[src/rtl/hazard_scoreboard.sv]
`default_nettype none
// ============================================================================
//  Module   : hazard_scoreboard
//  Purpose  : Tracks in-flight destination registers of the stages behind ID
//             (EX, MEM, WB, ...). It selects a forwarding source for each of
//             the two ID source operands and raises a stall for load-use
//             hazards whose result cannot be forwarded yet. It also keeps a
//             saturating count of stalled cycles.
//  Ports    : clk          - clock, rising edge
//             arst_n       - asynchronous active-low reset
//             enable       - global advance; low freezes all state
//             issue_valid  - instruction in ID requests issue
//             issue_rd     - destination register of the issuing instruction
//             issue_we     - issuing instruction writes issue_rd
//             issue_load   - issuing instruction is a load
//             issue_rs/rt  - source registers of the instruction in ID
//             use_rs/rt    - the corresponding source is actually read
//             flush        - taken branch/jump; squash the young stages
//             stall        - ID must hold; a bubble is inserted
//             fwd_rs/rt    - 0 = register file, k+1 = forward from stage k
//             stall_cnt    - saturating count of stalled enabled cycles
//  Revision : 1.0 - initial release
// ============================================================================
module hazard_scoreboard #(
    parameter int ADDR_W      = 5,
    parameter int DEPTH       = 3,
    parameter int LOAD_AVAIL  = 1,
    parameter int FLUSH_DEPTH = 1,
    parameter int CNT_W       = 16,
    // Derived forwarding-select width; leave at its default.
    parameter int SEL_W       = $clog2(DEPTH + 1)
) (
    input  logic              clk,
    input  logic              arst_n,
    input  logic              enable,
    input  logic              issue_valid,
    input  logic [ADDR_W-1:0] issue_rd,
    input  logic              issue_we,
    input  logic              issue_load,
    input  logic [ADDR_W-1:0] issue_rs,
    input  logic [ADDR_W-1:0] issue_rt,
    input  logic              use_rs,
    input  logic              use_rt,
    input  logic              flush,
    output logic              stall,
    output logic [SEL_W-1:0]  fwd_rs,
    output logic [SEL_W-1:0]  fwd_rt,
    output logic [CNT_W-1:0]  stall_cnt
);

    localparam logic [CNT_W-1:0] c_CNT_MAX = {CNT_W{1'b1}};

    // ------------------------------------------------------------------------
    // In-flight entries; index 0 is the youngest stage (EX).
    // ------------------------------------------------------------------------
    logic [DEPTH-1:0]  r_valid;
    logic [DEPTH-1:0]  r_we;
    logic [DEPTH-1:0]  r_load;
    logic [ADDR_W-1:0] r_rd [DEPTH];
    logic [CNT_W-1:0]  r_stall_cnt;

    logic [DEPTH-1:0]  w_nxt_valid;
    logic [DEPTH-1:0]  w_nxt_we;
    logic [DEPTH-1:0]  w_nxt_load;
    logic [ADDR_W-1:0] w_nxt_rd [DEPTH];

    logic              w_rs_block;
    logic              w_rt_block;
    logic [SEL_W-1:0]  w_fwd_rs;
    logic [SEL_W-1:0]  w_fwd_rt;
    logic              w_stall;

    // ------------------------------------------------------------------------
    // Operand match. The scan runs oldest to youngest so the youngest
    // producer overwrites any older one. A load at a stage below LOAD_AVAIL
    // has no result yet and blocks instead of forwarding. Register 0 never
    // matches because it is hard-wired.
    // ------------------------------------------------------------------------
    always_comb begin
        w_rs_block = 1'b0;
        w_rt_block = 1'b0;
        w_fwd_rs   = '0;
        w_fwd_rt   = '0;
        for (int k = DEPTH - 1; k >= 0; k--) begin
            if (use_rs && (issue_rs != '0) && r_valid[k] && r_we[k] &&
                (r_rd[k] == issue_rs)) begin
                w_rs_block = r_load[k] && (k < LOAD_AVAIL);
                w_fwd_rs   = w_rs_block ? '0 : SEL_W'(k + 1);
            end
            if (use_rt && (issue_rt != '0) && r_valid[k] && r_we[k] &&
                (r_rd[k] == issue_rt)) begin
                w_rt_block = r_load[k] && (k < LOAD_AVAIL);
                w_fwd_rt   = w_rt_block ? '0 : SEL_W'(k + 1);
            end
        end
    end

    // A flush squashes the instruction in ID, so there is nothing to hold.
    assign w_stall = issue_valid && !flush && (w_rs_block || w_rt_block);

    // ------------------------------------------------------------------------
    // Next entry state: shift by one stage. Stage 0 takes the issuing
    // instruction or a bubble. The youngest FLUSH_DEPTH stages are squashed
    // after the shift when a flush is taken.
    // ------------------------------------------------------------------------
    always_comb begin
        w_nxt_valid[0] = issue_valid && !w_stall && !flush;
        w_nxt_we[0]    = issue_we;
        w_nxt_load[0]  = issue_load;
        w_nxt_rd[0]    = issue_rd;
        for (int k = 1; k < DEPTH; k++) begin
            w_nxt_valid[k] = r_valid[k-1] && !(flush && (k < FLUSH_DEPTH));
            w_nxt_we[k]    = r_we[k-1];
            w_nxt_load[k]  = r_load[k-1];
            w_nxt_rd[k]    = r_rd[k-1];
        end
    end

    // ------------------------------------------------------------------------
    // State registers. While enable is low, all state holds, including the
    // counter.
    // ------------------------------------------------------------------------
    always_ff @(posedge clk or negedge arst_n) begin
        if (!arst_n) begin
            r_valid <= '0;
            r_we    <= '0;
            r_load  <= '0;
            for (int k = 0; k < DEPTH; k++) begin
                r_rd[k] <= '0;
            end
        end else if (enable) begin
            r_valid <= w_nxt_valid;
            r_we    <= w_nxt_we;
            r_load  <= w_nxt_load;
            for (int k = 0; k < DEPTH; k++) begin
                r_rd[k] <= w_nxt_rd[k];
            end
        end
    end

    // The stall counter saturates at all-ones rather than wrapping.
    always_ff @(posedge clk or negedge arst_n) begin
        if (!arst_n) begin
            r_stall_cnt <= '0;
        end else if (enable && w_stall && (r_stall_cnt != c_CNT_MAX)) begin
            r_stall_cnt <= r_stall_cnt + 1'b1;
        end
    end

    assign stall     = w_stall;
    assign fwd_rs    = w_fwd_rs;
    assign fwd_rt    = w_fwd_rt;
    assign stall_cnt = r_stall_cnt;

endmodule
`default_nettype wire

[config.mk]
export PLATFORM = sky130hd
export DESIGN_NAME = hazard_scoreboard
export DESIGN_NICKNAME = d
export VERILOG_FILES = /design/src/rtl/hazard_scoreboard.sv
export SDC_FILE = /design/constraint.sdc
export NUM_CORES = 1
export LEC_CHECK = 0
export CAP_MARGIN = 0
export CORE_ASPECT_RATIO = 1.4
export CORE_MARGIN = 1.5
export CORE_UTILIZATION = 30
export CTS_CLUSTER_DIAMETER = 80
export CTS_CLUSTER_SIZE = 24
export DETAILED_ROUTE_END_ITERATION = 6
export PLACE_DENSITY = 0.57
export SLEW_MARGIN = 20
export SYNTH_ARGS = -nofsm -noshare
export SYNTH_HDL_FRONTEND = slang
export SYNTH_SLANG_ARGS = --single-unit
[constraint.sdc]
create_clock -name clk -period 2.33 [get_ports clk]
set_input_delay 0.3495 -clock clk [delete_from_list [all_inputs] [get_ports clk]]
set_output_delay 0.3495 -clock clk [all_outputs]
set_load 0.02 [all_outputs]
==> metrics.md, run 1 <==
| Metric | Value |
|---|---|
| PD cells | `534 nW/µm²` |
| Share of cells above drive strength 1 | `a little over a third` |
| Critical-path cell list | `clkdlybuf4s50_1 > o21ai_4 > or4_4 > nor3b_2 > a21o_1 > buf_6` |
| Leak | `1.28 nW` |
| Hold Worst Slack | `0.158 ns` |
| Unrepaired setup endpoints after global routing | `yes` |
| I/O pin count | `45` |
| Number of buffers and inverters on the critical path | `2` |
| Total track usage | `14.4%` |
| DP HPWL | `3680 µm` |
| Max FO, Critical Path | `3` |
| # Max-Cap Violations | `0` |
| CP max stage delay | `0.51 ns` |
| Chip width | `73.7 µm` |
| CTS max path bufs | `2` |
| Share of the synthesized area in the top cell type | `45.3%` |
| Vias per cell | `4.73` |
| Depth of the CTS H-tree | `2` |
| DRC errors left | `0` |
| Largest net degree at the start of global routing | `39` |
| Largest cells by area after synthesis | `dfrtp_1 45%, xnor2_1 12%, mux2_2 11%` |
| Syn Inst Count | `184` |
| Top_reg_cell synth | `dfrtp_1` |
| Synth area leader | `dfrtp_1` |
| Synthesized area | `2100 µm²` |
| Synth warn | `0` |
| # rows | `35` |
| Placed Cells | `345` |
| DP Worst Slack | `-0.661 ns` |
| Async set-reset flop share out of synthesis | `100%` |
| Worst Path Required | `between 1.5 and 2 ns` |
| Clock buffer count from CTS | `5` |
| CP Data Arrival Time | `1.91 ns` |
| Final worst-path cycle share | `97.0%` |
| Final setup viols | `0` |
| DRT Pass-1 Iters | `6` |
| CTS tree | `built` |
| Antenna-violating nets left | `0` |
| Via count | `1669` |
| Area growth from synthesis to layout | `42.8%` |
| Max Clk Rate | `about 440 MHz` |
| Root buffer cell | `clkbuf_8` |
| Worst Setup Start Kind | `primary input` |
| Max Clock Skew | `~0.0095 ns` |
| Post-route cell area | `~3000 µm²` |
| HP Class | `primary input to async pin` |
| CP endpoint kind | `primary output` |
| Setup ws final | `0.0707 ns` |
| Die height | `~100 µm` |
| Slew headroom | `42.5%` |
| DP Area | `approximately 2800 µm²` |
| Most frequent cells in the layout | `37 x dfrtp_1, 31 x buf_4, 28 x clkdlybuf4s50_1, 26 x xnor2_1, 20 x mux2_2` |
| Avg Inst Size Synth | `11.4 µm²` |
| WS Path Type | `primary input to primary output` |
| Reg clk slew, reported paths | `0.08 ns` |
| Core area | `6660 µm²` |
| Final Util | `45.0%` |
| Worst skew pair latency | `0.29 ns` |
| DRT iter0 DRCs | `between 40 and 50` |
| Final WL | `4980 µm` |
| Total power | `around 1.6 mW` |
| # hold bufs at CTS | `0` |
| Post-synth EDFFs | `0` |
| Final GP Congestion | `between 0.7 and 0.8` |
| Synthesized Nets | `209` |
| ANT cells | `0` |
| Seq/Total Area, Yosys | `45.3%` |
| Final Non-Filler Cells | `353` |
| Max VDD drop | `0.000331 V` |
| Initial antenna violation count | `0` |
| Initial core utilization | `between 30% and 40%` |
| Overflow after GRT | `0` |
| Final Max Tran Viols | `0` |
| Worst slew pin tran | `0.862 ns` |
| Avg WL per Cell | `14.1 µm` |
| R2R setup slack | `0.19 ns` |
| CTS sink count | `38` |
| Setup TNS | `0 ns` |
| Commonest non-fill, non-tap cell in the layout | `dfrtp_1` |
| Die ar. | `7510 µm²` |
| Critical-path top delay cell | `or4_4` |
| Layout Nets | `285` |
| Number of I/O port buffers | `44` |
| Post-synthesis register bit count | `38` |
| CP top delay family | `simple AND/OR/NAND/NOR gates` |
| Post-synth cell types | `32` |
| Hold Vio Cnt, Final | `0` |
| Post-route minimum period | `2.26 ns` |
| First-pass GRT wire length | `a little over 8000 µm` |
| Status | `finished, final reports clean` |
| Vias in the first global route | `1738` |
metal layers:
metal	global-route usage (%)	routed length, µm	part of all wire, %
met1	16.9	2110	42
met2	25.3	2550	51
met3	3.16	219	4.4
met4	5.13	104	2.1
met5	0	0	0
sequential cells by signal (all words and copies together) (netlist names):
name and flops:
r_rd 15, stall_cnt 16, r_we 3, r_valid 3, r_load 1
cell families (layout without fill, tap and decap cells):
| family | Yosys count | after routing | synth area share [%] |
|---|---|---|---|
| and+or+nand+nor | 61 | 61 | 18.1 |
| xor gates and xnor gates | 45 | 45 | 18.8 |
| DFF | 38 | 38 | 45.3 |
| muxes | 22 | 22 | 11.7 |
| buffers and inverters | 9 | 86 | 1.97 |
| AOI/OAI and AO/OA | 8 | 8 | 3.46 |
| adders and majority gates | 1 | 1 | 0.596 |
worst paths after layout:
check,startpoint,endpoint,cells past startpoint
worst max-delay path,use_rs,fwd_rs[0],6
worst min-delay path,arst_n,stall_cnt[9],1
worst max register to register,stall_cnt[0],stall_cnt[1],6
worst min register to register,stall_cnt[15],stall_cnt[15],1
max in group asynchronous,arst_n,r_rd[14],1
min in group clk,stall_cnt[15],stall_cnt[15],1
power breakdown:
| group | switching, mW | total, mW | internal (mW) | leakage, nW |
|---|---|---|---|---|
| Clock | 0.254 | 0.497 | 0.244 | 0.0478 |
| Sequential | 0.0588 | 0.773 | 0.714 | 0.480 |
| Combinational | 0.132 | 0.330 | 0.198 | 0.750 |
| Total | 0.444 | 1.60 | 1.16 | 1.28 |
cell usage after synthesis (3+ instances only):
library cell / instances
nand4_1: 10
nand3_1: 6
mux2_2: 20
clkbuf_1: 3
inv_1: 5
nor4_1: 5
or4_1: 4
nand2_1: 12
nor3_1: 6
xnor2_1: 29
nor3_2: 3
xor2_1: 16
dfrtp_1: 38
nor2_1: 4
what timing repair did:
item / in CTS / in global routing
setup buffers: 0 / 0
pin swaps: 5 / 15
gates resized for setup: 37 / 22
setup endpoints to repair: 6 / 5
layout make-up:
class,instances,area [µm²]
well taps,92,115
clock buffers,6,82.6
fillers,679,3660
clock inverters,2,16.3
multi-input cells,137,1190
repair buffers,73,617
inverters,5,18.8
flip-flops and latches,38,952
No activity file was read; power rests on OpenSTA's default activity.
==> run 2, diff against run 1 <==
--- a/config.mk
+++ b/config.mk
@@ -10,7 +10,6 @@
 export CORE_MARGIN = 1.5
 export CORE_UTILIZATION = 30
 export CTS_CLUSTER_DIAMETER = 80
-export CTS_CLUSTER_SIZE = 24
 export DETAILED_ROUTE_END_ITERATION = 6
 export PLACE_DENSITY = 0.57
 export SLEW_MARGIN = 20
==> results of run 2 <==
Same layout as run 1: the final DEF is identical, and so are final timing and power.
==> run 3, diff against run 2 <==
--- a/config.mk
+++ b/config.mk
@@ -11,7 +11,6 @@
 export CORE_UTILIZATION = 30
 export CTS_CLUSTER_DIAMETER = 80
 export DETAILED_ROUTE_END_ITERATION = 6
-export PLACE_DENSITY = 0.57
 export SLEW_MARGIN = 20
 export SYNTH_ARGS = -nofsm -noshare
 export SYNTH_HDL_FRONTEND = slang
==> run 3 against run 2 <==
  * Wire length up 1.2%
  * Sequential cell count unchanged
  * Die area stayed put
  * Sequential share of layout area is 0.093 points lower
  * Highest routed layer unchanged
  * Clock-buffer cell count unchanged
  * Critical endpoint unchanged
  * Total power down 1.0%
  * Critical path type is now register to primary output
  * Critical path depth did not move
  * Maximum frequency down 0.90%
  * Global-route usage barely moved
  * First-iteration DRC count up 12%
  * Clock skew is 0.0024 ns lower
==> metrics.md, run 3 (synthesis results as in run 1) <==
| Metric | Value |
|---|---|
| Status | `finished, final reports clean` |
| Switching portion of total power | `between 20% and 30%` |
| Max Clk Rate | `~440 MHz` |
| WS Path Type | `register to primary output` |
| Global Route met3 Usage | `2.66%` |
| CP Data Arrival Time | `a little under 2 ns` |
| Post-route cell area | `between 3000 and 4000 µm²` |
| Antenna-violating nets left | `0` |
| Final Util | `~45%` |
| # Max-Cap Violations | `0` |
| Final WL | `5040 µm` |
| Largest net degree at the start of global routing | `39` |
| Hold Vio Cnt, Final | `0` |
| Final worst-path cycle share | `97.8%` |
| Total power | `1.58 mW` |
| DRT Pass-1 Iters | `4` |
| Final setup viols | `0` |
| Avg WL per Cell | `14.3 µm` |
| Power Internal | `roughly 1.1 mW` |
| Worst Setup Start Kind | `register` |
| Depth of the CTS H-tree | `2` |
| Area growth from synthesis to layout | `43.2%` |
| # rows | `35` |
| DP HPWL | `3750 µm` |
| Global routing's busiest layer | `met2` |
| ANT cells | `0` |
| I/O pin count | `45` |
| Leak | `1.28 nW` |
| Overflow after GRT | `0` |
| DRC errors left | `0` |
| Met1 Track Usage GR | `17.1%` |
| Met2 Usage GRT | `between 20% and 30%` |
| Most frequent cells in the layout | `37 x dfrtp_1, 30 x buf_4, 27 x clkdlybuf4s50_1, 26 x xnor2_1, 20 x mux2_2` |
| DP Area | `2830 µm²` |
| Share of cells above drive strength 1 | `35.0%` |
| Via count | `1630` |
| HP Class | `primary input to async pin` |
| Initial antenna violation count | `0` |
| Chip width | `73.7 µm` |
| First-pass GRT wire length | `8200 µm` |
| Critical-path cell list | `xnor2_2 > nand4_1 > or4_4 > nor3b_4 > a21o_1 > buf_6` |
| Die ar. | `7510 µm²` |
| Worst slew pin tran | `roughly 0.87 ns` |
| Comb power frac | `21.2%` |
| CTS tree | `built` |
| CTS sink count | `38` |
| Layout Nets | `284` |
| Worst skew pair latency | `0.29 ns` |
| Clock buffer count from CTS | `5` |
| Max Clock Skew | `0.00703 ns` |
| Unrepaired setup endpoints after global routing | `yes` |
| Slew headroom | `42.0%` |
| DRT iter0 DRCs | `46` |
| Reg clk slew, reported paths | `roughly 0.08 ns` |
| Root buffer cell | `clkbuf_8` |
| DP Worst Slack | `-0.721 ns` |
| Vias in the first global route | `1717` |
| Core area | `~6700 µm²` |
| Post-route minimum period | `about 2.3 ns` |
| Final Max Tran Viols | `0` |
| Max VDD drop | `0.000254 V` |
| Total track usage | `14.3%` |
| Vias per cell | `roughly 4.6` |
| CP endpoint kind | `primary output` |
| Commonest non-fill, non-tap cell in the layout | `dfrtp_1` |
| Max FO, Critical Path | `2` |
| CP max stage delay | `roughly 0.43 ns` |
| Max FFs per register | `16` |
| Clock Power Share | `between 30% and 40%` |
| Setup ws final | `approximately 0.05 ns` |
| Final GP Congestion | `0.908` |
| Initial core utilization | `31.5%` |
| Sequential share of power | `between 40% and 50%` |
| Hold Worst Slack | `0.162 ns` |
| Worst Path Required | `1.98 ns` |
| PD cells | `527 nW/µm²` |
| Number of I/O port buffers | `44` |
| CTS max path bufs | `2` |
| Critical-path top delay cell | `or4_4` |
| Sw power | `0.435 mW` |
| Die height | `~100 µm` |
==> run 3: metal layers <==
layer,vias to the layer above,part of all wire (%)
met3,9,4.0
li1,800,-
met5,-,0
met2,38,51
met1,783,43
met4,0,1.9
==> run 3: per-stage QoR <==
| step | TNS [ns] | cells |
|---|---|---|
| global route | -0.0123 | 352 |
| detailed placement | -6.93 | 343 |
| global placement | -6.86 | 343 |
| CTS | -0.0718 | 352 |
| floorplan | 0 | 184 |
| finish | 0 | 352 |
==> run 3: path summary, 6_finish.rpt <==
kind / from / end / slack, ns / depth (start not counted)
setup / recovery: r_rd[8] / fwd_rs[0] / 0.05 / 6
setup reg to reg: stall_cnt[0] / stall_cnt[1] / 0.15 / 6
max in group asynchronous: arst_n / r_rd[14] / 1.56 / 1
hold reg to reg: stall_cnt[15] / stall_cnt[15] / 0.50 / 1
min in group clk: stall_cnt[15] / stall_cnt[15] / 0.50 / 1
hold / removal: arst_n / stall_cnt[11] / 0.16 / 1
==> run 3: cell type report <==
type / count / area, µm²
tap: 92 / 115
multi-input combinational: 137 / 1210
clock inverter: 2 / 12.5
clock buffer: 6 / 82.6
inverter: 5 / 18.8
timing repair buffer: 72 / 612
sequential: 38 / 952
fill: 665 / 3650
==> run 3: timing repair <==
item / 4_1_cts / 5_1_grt
hold buffers: 0 / 0
buffers inserted: 1 / 0
endpoints found under the setup margin: 9 / 5
resized for setup: 48 / 16
pin swaps: 7 / 13
==> run 3: worst max-delay path: cells and delay by family (launching register included) <==
kind	cells	cell delay, ns
buffers and inverters	1	0.13
DFF	1	0.41
and+or+nand+nor	3	0.74
AOI/OAI and AO/OA	1	0.16
xor gates and xnor gates	1	0.20
==> run 3: power by group through the flow <==
| stage | Sequential, mW | Clock (mW) | Combinational, mW |
|---|---|---|---|
| finish | 0.770 | 0.477 | 0.336 |
| global route | 0.777 | 0.526 | 0.364 |
| CTS | 0.768 | 0.495 | 0.336 |
| detailed placement | 0.780 | 0 | 0.324 |
| global placement | 0.779 | 0 | 0.323 |
| floorplan | 0.774 | 0 | 0.160 |
